**src/rtl/vtiming_pkg.sv**
```systemverilog
// Default raster timing constants and the sync window compare.
// Shared by video_timing_gen and its counters.
package vtiming_pkg;

    localparam int W_DEF        = 9;
    localparam int H_TOTAL_DEF  = 337;
    localparam int H_ACTIVE_DEF = 240;
    localparam int HS_START_DEF = 240;
    localparam int HS_END_DEF   = 280;
    localparam int V_TOTAL_DEF  = 262;
    localparam int V_ACTIVE_DEF = 240;
    localparam int VS_START_DEF = 244;
    localparam int VS_END_DEF   = 247;
    localparam int IRQ_HPOS_DEF = 331;
    localparam int IRQ_LOG2_DEF = 3;

    // True when cnt lies in [start, stop); a window whose start is past
    // its stop has wrapped around the end of the line or frame.
    function automatic logic in_window(
        input logic [15:0] cnt,
        input logic [15:0] start,
        input logic [15:0] stop
    );
        if (start <= stop)
            return (cnt >= start) && (cnt < stop);
        else
            return (cnt >= start) || (cnt < stop);
    endfunction

endpackage

```
**src/rtl/vtiming_counter.sv**
```systemverilog
// W-bit wrap counter with enable and terminal-count flag.
// Exposes its next value so callers can register zero-latency decodes.
module vtiming_counter #(
    parameter int W     = 9,
    parameter int TOTAL = 337
) (
    input  logic         clk,
    input  logic         reset,
    input  logic         en,
    output logic [W-1:0] cnt,
    output logic [W-1:0] nxt,
    output logic         tc
);

    localparam logic [W-1:0] LAST = W'(TOTAL - 1);

    assign tc = (cnt == LAST);

    // Next count: advance on enable, wrapping to zero after the last value
    always_comb begin
        nxt = cnt;
        if (en)
            nxt = tc ? '0 : cnt + W'(1);
    end

    // Count register
    always_ff @(posedge clk or posedge reset) begin
        if (reset)
            cnt <= '0;
        else
            cnt <= nxt;
    end

endmodule

```
**src/rtl/video_timing_gen.sv**
```systemverilog
// Parametrised raster timing generator: sync, blank, flip counters, irqs.
// Define VTIMING_SHIFT_EN to add hshift/vshift sync-window centring.
module video_timing_gen
    import vtiming_pkg::*;
#(
    parameter int W        = W_DEF,
    parameter int H_TOTAL  = H_TOTAL_DEF,
    parameter int H_ACTIVE = H_ACTIVE_DEF,
    parameter int HS_START = HS_START_DEF,
    parameter int HS_END   = HS_END_DEF,
    parameter int V_TOTAL  = V_TOTAL_DEF,
    parameter int V_ACTIVE = V_ACTIVE_DEF,
    parameter int VS_START = VS_START_DEF,
    parameter int VS_END   = VS_END_DEF,
    parameter int IRQ_HPOS = IRQ_HPOS_DEF,
    parameter int IRQ_LOG2 = IRQ_LOG2_DEF
) (
    input  logic         clk,
    input  logic         reset,
    input  logic         ce_pix,
    input  logic         flip,
`ifdef VTIMING_SHIFT_EN
    input  logic [3:0]   hshift,
    input  logic [3:0]   vshift,
`endif
    output logic [W-1:0] hcount,
    output logic [W-1:0] vcount,
    output logic [W-1:0] hcount_f,
    output logic [W-1:0] vcount_f,
    output logic         hs,
    output logic         vs,
    output logic         hb,
    output logic         vb,
    output logic         de,
    output logic         nmi,
    output logic         irq,
    output logic         frame_start
);

    if (W > 16) begin : g_bad_w
        $error("W must not exceed 16");
    end
    if (H_TOTAL > (1 << W) || V_TOTAL > (1 << W)) begin : g_bad_tot
        $error("H_TOTAL and V_TOTAL must fit in W bits");
    end
    if (HS_START >= HS_END) begin : g_bad_hs
        $error("HS_START must be below HS_END");
    end
    if (VS_START >= VS_END) begin : g_bad_vs
        $error("VS_START must be below VS_END");
    end
    if (H_ACTIVE >= H_TOTAL) begin : g_bad_ha
        $error("H_ACTIVE must be below H_TOTAL");
    end
    if (V_ACTIVE >= V_TOTAL) begin : g_bad_va
        $error("V_ACTIVE must be below V_TOTAL");
    end
    if (IRQ_HPOS >= H_TOTAL) begin : g_bad_irq
        $error("IRQ_HPOS must be below H_TOTAL");
    end
    if (IRQ_LOG2 < 1 || IRQ_LOG2 > W) begin : g_bad_log2
        $error("IRQ_LOG2 must be in 1..W");
    end

    localparam logic [W-1:0] HA    = W'(H_ACTIVE);
    localparam logic [W-1:0] VA    = W'(V_ACTIVE);
    localparam logic [W-1:0] IRQ_H = W'(IRQ_HPOS);

    logic [W-1:0] h_nxt;
    logic [W-1:0] v_nxt;
    logic         h_tc;
    logic         v_tc;
    logic         v_en;
    logic         wrap;

    assign v_en = ce_pix & h_tc;
    assign wrap = ce_pix & h_tc & v_tc;

    vtiming_counter #(
        .W     (W),
        .TOTAL (H_TOTAL)
    ) u_hcnt (
        .clk   (clk),
        .reset (reset),
        .en    (ce_pix),
        .cnt   (hcount),
        .nxt   (h_nxt),
        .tc    (h_tc)
    );

    vtiming_counter #(
        .W     (W),
        .TOTAL (V_TOTAL)
    ) u_vcnt (
        .clk   (clk),
        .reset (reset),
        .en    (v_en),
        .cnt   (vcount),
        .nxt   (v_nxt),
        .tc    (v_tc)
    );

    // Flip (and shift) take their new value on the edge that wraps to
    // (0,0), so the first pixel of the new frame already uses them.
    logic flip_q;
    logic flip_n;

    assign flip_n = wrap ? flip : flip_q;

    logic [W-1:0] hs_a;
    logic [W-1:0] hs_b;
    logic [W-1:0] vs_a;
    logic [W-1:0] vs_b;

`ifdef VTIMING_SHIFT_EN
    logic [3:0] hsh_q;
    logic [3:0] vsh_q;
    logic [3:0] hsh_n;
    logic [3:0] vsh_n;

    assign hsh_n = wrap ? hshift : hsh_q;
    assign vsh_n = wrap ? vshift : vsh_q;

    function automatic logic [W-1:0] shift_pos(
        input int         base,
        input logic [3:0] sh,
        input int         total
    );
        int p;
        p = base + int'($signed(sh));
        if (p < 0)
            p = p + total;
        else if (p >= total)
            p = p - total;
        return W'(p);
    endfunction

    assign hs_a = shift_pos(HS_START, hsh_n, H_TOTAL);
    assign hs_b = shift_pos(HS_END, hsh_n, H_TOTAL);
    assign vs_a = shift_pos(VS_START, vsh_n, V_TOTAL);
    assign vs_b = shift_pos(VS_END, vsh_n, V_TOTAL);

    // Shift values held for the whole frame
    always_ff @(posedge clk or posedge reset) begin
        if (reset) begin
            hsh_q <= '0;
            vsh_q <= '0;
        end else begin
            hsh_q <= hsh_n;
            vsh_q <= vsh_n;
        end
    end
`else
    assign hs_a = W'(HS_START);
    assign hs_b = W'(HS_END);
    assign vs_a = W'(VS_START);
    assign vs_b = W'(VS_END);
`endif

    logic         hs_n;
    logic         vs_n;
    logic         hb_n;
    logic         vb_n;
    logic         nmi_n;
    logic         irq_n;
    logic [W-1:0] hf_n;
    logic [W-1:0] vf_n;

    // Decode the next counter values so outputs line up with the counters
    always_comb begin
        hs_n  = ~in_window(16'(h_nxt), 16'(hs_a), 16'(hs_b));
        vs_n  = ~in_window(16'(v_nxt), 16'(vs_a), 16'(vs_b));
        hb_n  = (h_nxt >= HA);
        vb_n  = (v_nxt >= VA);
        nmi_n = (v_nxt == VA) && (h_nxt >= IRQ_H);
        irq_n = (&v_nxt[IRQ_LOG2-1:0]) && (h_nxt >= IRQ_H);
        hf_n  = (flip_n && !hb_n) ? HA - W'(1) - h_nxt : h_nxt;
        vf_n  = (flip_n && !vb_n) ? VA - W'(1) - v_nxt : v_nxt;
    end

    // Registered timing outputs; without ce_pix the next values equal
    // the current ones, so everything holds and frame_start drops.
    always_ff @(posedge clk or posedge reset) begin
        if (reset) begin
            flip_q      <= 1'b0;
            hcount_f    <= '0;
            vcount_f    <= '0;
            hs          <= 1'b1;
            vs          <= 1'b1;
            hb          <= 1'b0;
            vb          <= 1'b0;
            de          <= 1'b1;
            nmi         <= 1'b0;
            irq         <= 1'b0;
            frame_start <= 1'b0;
        end else begin
            flip_q      <= flip_n;
            hcount_f    <= hf_n;
            vcount_f    <= vf_n;
            hs          <= hs_n;
            vs          <= vs_n;
            hb          <= hb_n;
            vb          <= vb_n;
            de          <= ~hb_n & ~vb_n;
            nmi         <= nmi_n;
            irq         <= irq_n;
            frame_start <= wrap;
        end
    end

endmodule

```
**config.mk**
```make
export PLATFORM = sky130hd
export DESIGN_NAME = video_timing_gen
export DESIGN_NICKNAME = d
export VERILOG_FILES = /design/src/rtl/vtiming_pkg.sv /design/src/rtl/vtiming_counter.sv /design/src/rtl/video_timing_gen.sv
export SDC_FILE = /design/constraint.sdc
export NUM_CORES = 1
export LEC_CHECK = 0
export ABC_AREA = 1
export CORE_MARGIN = 5
export CORE_UTILIZATION = 40
export CTS_CLUSTER_DIAMETER = 30
export DETAILED_ROUTE_END_ITERATION = 10
export PLACE_DENSITY = 0.67
export SYNTH_ARGS = -nofsm -noshare
export SYNTH_HDL_FRONTEND = slang
export SYNTH_SLANG_ARGS = --single-unit
```
**constraint.sdc**
```tcl
create_clock -name clk -period 2.3 [get_ports clk]
set_input_delay 0.575 -clock clk [delete_from_list [all_inputs] [get_ports clk]]
set_output_delay 0.575 -clock clk [all_outputs]
set_load 0.02 [all_outputs]
```
==> impl_metrics.toml <==
[timing]
min_period_ns = 2.18
clock_skew_ns = 0.00699
fmax_mhz = 459
hold_viol_final = 0
maxSlewHeadroom_pct = 65.1
setup_viol = 0
tightest_slew_ns = 0.523
drv_slew = 0
fin_crit_sh_pct = 94.7
fin_ws_ns = 0.122

[setup_path]
cp_slowest_cell = "dfrtp_1"
cp_data_required_time_ns = 2.48
critPathKind = "flip-flop to flip-flop"
critPathMaxStageDelay_ns = 0.38
setup.worst_path.end_class = "flip-flop"
crit_top_cell = "nor2_4"
arrival_ns = 2.36
cp_max_fo = 5
worst_setup_path_start_kind = "flip-flop"
crit_chain = "inv_1 > ha_4 > nand2_1 > nor2_4 > nand2_2 > nor2_4 > buf_4 > nor2_2 > ha_1 > nand3_2 > nor2_2 > nor2_4 > nand2_4 > xor2_2"

[clock_network]
numClockSinks = 43
root_buffer = "clkbuf_8"
cts.htree.levels = 2
clk_latency_ns = 0.29
path_clk_slew_ns = 0.09
clk_path_buf_depth = 2
cts_tree = "done"
cts_buffers = 5
post-cts-setup-buffers = 0

[placement]
place_congestion = 0.864
port_buffers = 47
place_ws_ns = -0.323
placedCellCount = 457
hpwl_mm = 4.60
placed_cell_area_mm2 = 0.00334

[yosys]
async_flop_share_pct = 100
syn_nets = 298
synth-compound-area-share_pct = 3.32
synth-edff-count = 0
synth_seq_cells = 43
synth.avg_cell_area_um2 = 8.43
ys.flop_type = "dfrtp_1"
yosysSeqAreaShare_pct = 44.8
yosysUniqueCellTypes = 30
synth_warnings = 0
synth.area.mux_share_pct = 0.622
synth_top_family_by_area = "simple AND/OR/NAND/NOR gates"
syn_area_mm2 = 0.00241
syn_inst = 286
synth_xor_area_share_pct = 3.99
yosys.area_share.simple_pct = 34.3
synthAdderAreaFrac_pct = 4.15

[final_layout]
areaGrowthSynthToFinish_pct = 46.9
final_layout_size_suffix_gt1_share_pct = 29.1
fill_cells = 536
fin_cells = 467
fin_nets = 403
postLayoutCellArea_mm2 = 0.00354
multi_input_area_mm2 = 0.00121
seqCellArea_mm2 = 0.00108
insertedDiodeCount = 0

[global_routing]
grt_pass1_vias = 2242
grt_pass1_wl_mm = 10.4
antenna_found_initial = 0
track_usage_pct = 17.1
grt_overflow = 0
grt_max_degree = 44

[power_and_ir_drop]
p_leak_nw = 1.72
power_density_mw_per_mm2 = 874
peakVddDrop_mv = 0.603

[routing]
route.detailed.drc = 0
ant_nets = 0
drt_wl_total_mm = 6.13
vias_per_cell = 4.75
drt_first_pass_iters = 4
post_drt_wl_per_cell_um = 13.1
vias = 2220
drt_iter0_markers = 62

[floorplan]
core_mm2 = 0.00589
die_area_mm2 = 0.00768
start_util_pct = 41.0
num_io_pins = 48
die_h_um = 87.7
die_x_um = 87.7
num_rows = 28

[min_path]
hp-class = "flip-flop to flip-flop"

[outcome]
outcome = "completed"

[job]
drv_cap = 0
[metrics by stage]
stage,hold WS (ns),utilization (%),setup TNS [ns],total power [W]
after global routing,0.681,60.2,-0.111,0.00331
after global placement,0.603,56.7,-4.97,0.00248
final,0.650,60.2,0,0.00310
after CTS,0.629,58.8,0,0.00307
after detailed placement,0.612,56.7,-5.90,0.00251
after floorplan,0.658,-,0,0.00174
[layer usage]
layer	track usage, %	wire length (µm)	vias to the layer above	part of all wire, %
li1	-	-	1112	-
met1	22.5	2700	1031	44
met2	29.0	3020	68	49
met3	3.67	313	9	5.1
met4	3.77	94	0	1.5
met5	0	0	-	0
[worst paths after layout]
kind	start	end	slack [ns]	depth (start not counted)
setup reg to reg	u_hcnt.cnt[0]	hcount_f[3]	0.12	14
max in group asynchronous	reset	vs	1.22	3
hold / removal	flip_q	flip_q	0.65	1
setup / recovery	u_hcnt.cnt[0]	hcount_f[3]	0.12	14
hold reg to reg	flip_q	flip_q	0.65	1
min in group asynchronous	reset	vb	0.72	3
[cells in the final DEF (no fill, tap or decap), types with 4 or more instances in the layout]
| cell | n |
|---|---|
| o21ai_1 | 4 |
| nor2_4 | 8 |
| nor2_2 | 8 |
| ha_1 | 6 |
| dfrtp_1 | 40 |
| clkbuf_8 | 7 |
| nand3_2 | 5 |
| o21ai_0 | 4 |
| nor2_1 | 14 |
| buf_4 | 54 |
| nand3_1 | 17 |
| nand2_1 | 73 |
| nand2_2 | 8 |
| nand4_1 | 18 |
| inv_1 | 37 |
| clkdlybuf4s50_1 | 46 |
| xor2_1 | 8 |
| inv_2 | 6 |
[sequential cells by signal (all words and copies together), names as in the netlist]
signal	count
de	1
flip_q	1
frame_start	1
hb	1
hcount_f	8
hs	1
irq	1
nmi	1
u_hcnt.cnt	9
u_vcnt.cnt	9
vb	1
vcount_f	8
vs	1
[final cells by class]
| type | count | area share, % |
|---|---|---|
| Clock buffer | 7 | 2.72 |
| Clock inverter | 1 | 0.212 |
| Inverter | 43 | 4.56 |
| Multi-Input combinational cell | 196 | 34.3 |
| Sequential cell | 43 | 30.5 |
| Tap cell | 75 | 2.65 |
| Timing Repair Buffer | 102 | 25.1 |
[worst max-delay path, delay by kind of cell (launching register included)]
kind / cells / cell delay [ns]
flip-flops: 1 / 0.38
AND/OR/NAND/NOR: 9 / 0.93
XOR/XNOR: 1 / 0.16
adder cells (fa/ha/maj): 2 / 0.36
buffers and inverters: 2 / 0.25
[repair_timing]
item / in CTS / in global routing
gates cloned: 0 / 2
hold buffers: 0 / 0
pin swaps: 2 / 9
resized for setup: 3 / 18
endpoints found under the setup margin: 3 / 21
[where the power goes]
| part | internal (W) | switching, W |
|---|---|---|
| Combinational | 0.000741 | 0.000845 |
| Clock | 0.000273 | 0.000264 |
| Sequential | 0.000912 | 0.0000629 |
| Total | 0.00193 | 0.00117 |
[cell usage after synthesis (5+ instances only)]
master | count | area, µm²
nand2_1 | 73 | 274
nor2_4 | 6 | 67.6
o21ai_0 | 5 | 25.0
nand2_2 | 7 | 43.8
inv_2 | 5 | 18.8
inv_1 | 38 | 143
nand3_1 | 19 | 95.1
nand4_1 | 18 | 113
xor2_1 | 10 | 87.6
dfrtp_1 | 40 | 1000
nor2_1 | 20 | 75.1
ha_1 | 8 | 100
[cells by family after synthesis]
group	count (synthesis)
buffers and inverters	49
DFF	43
muxes	1
and+or+nand+nor	161
adders and majority gates	8
AOI/OAI and AO/OA	13
xor gates and xnor gates	11
Note: power is estimated with default switching activity, not from simulation.
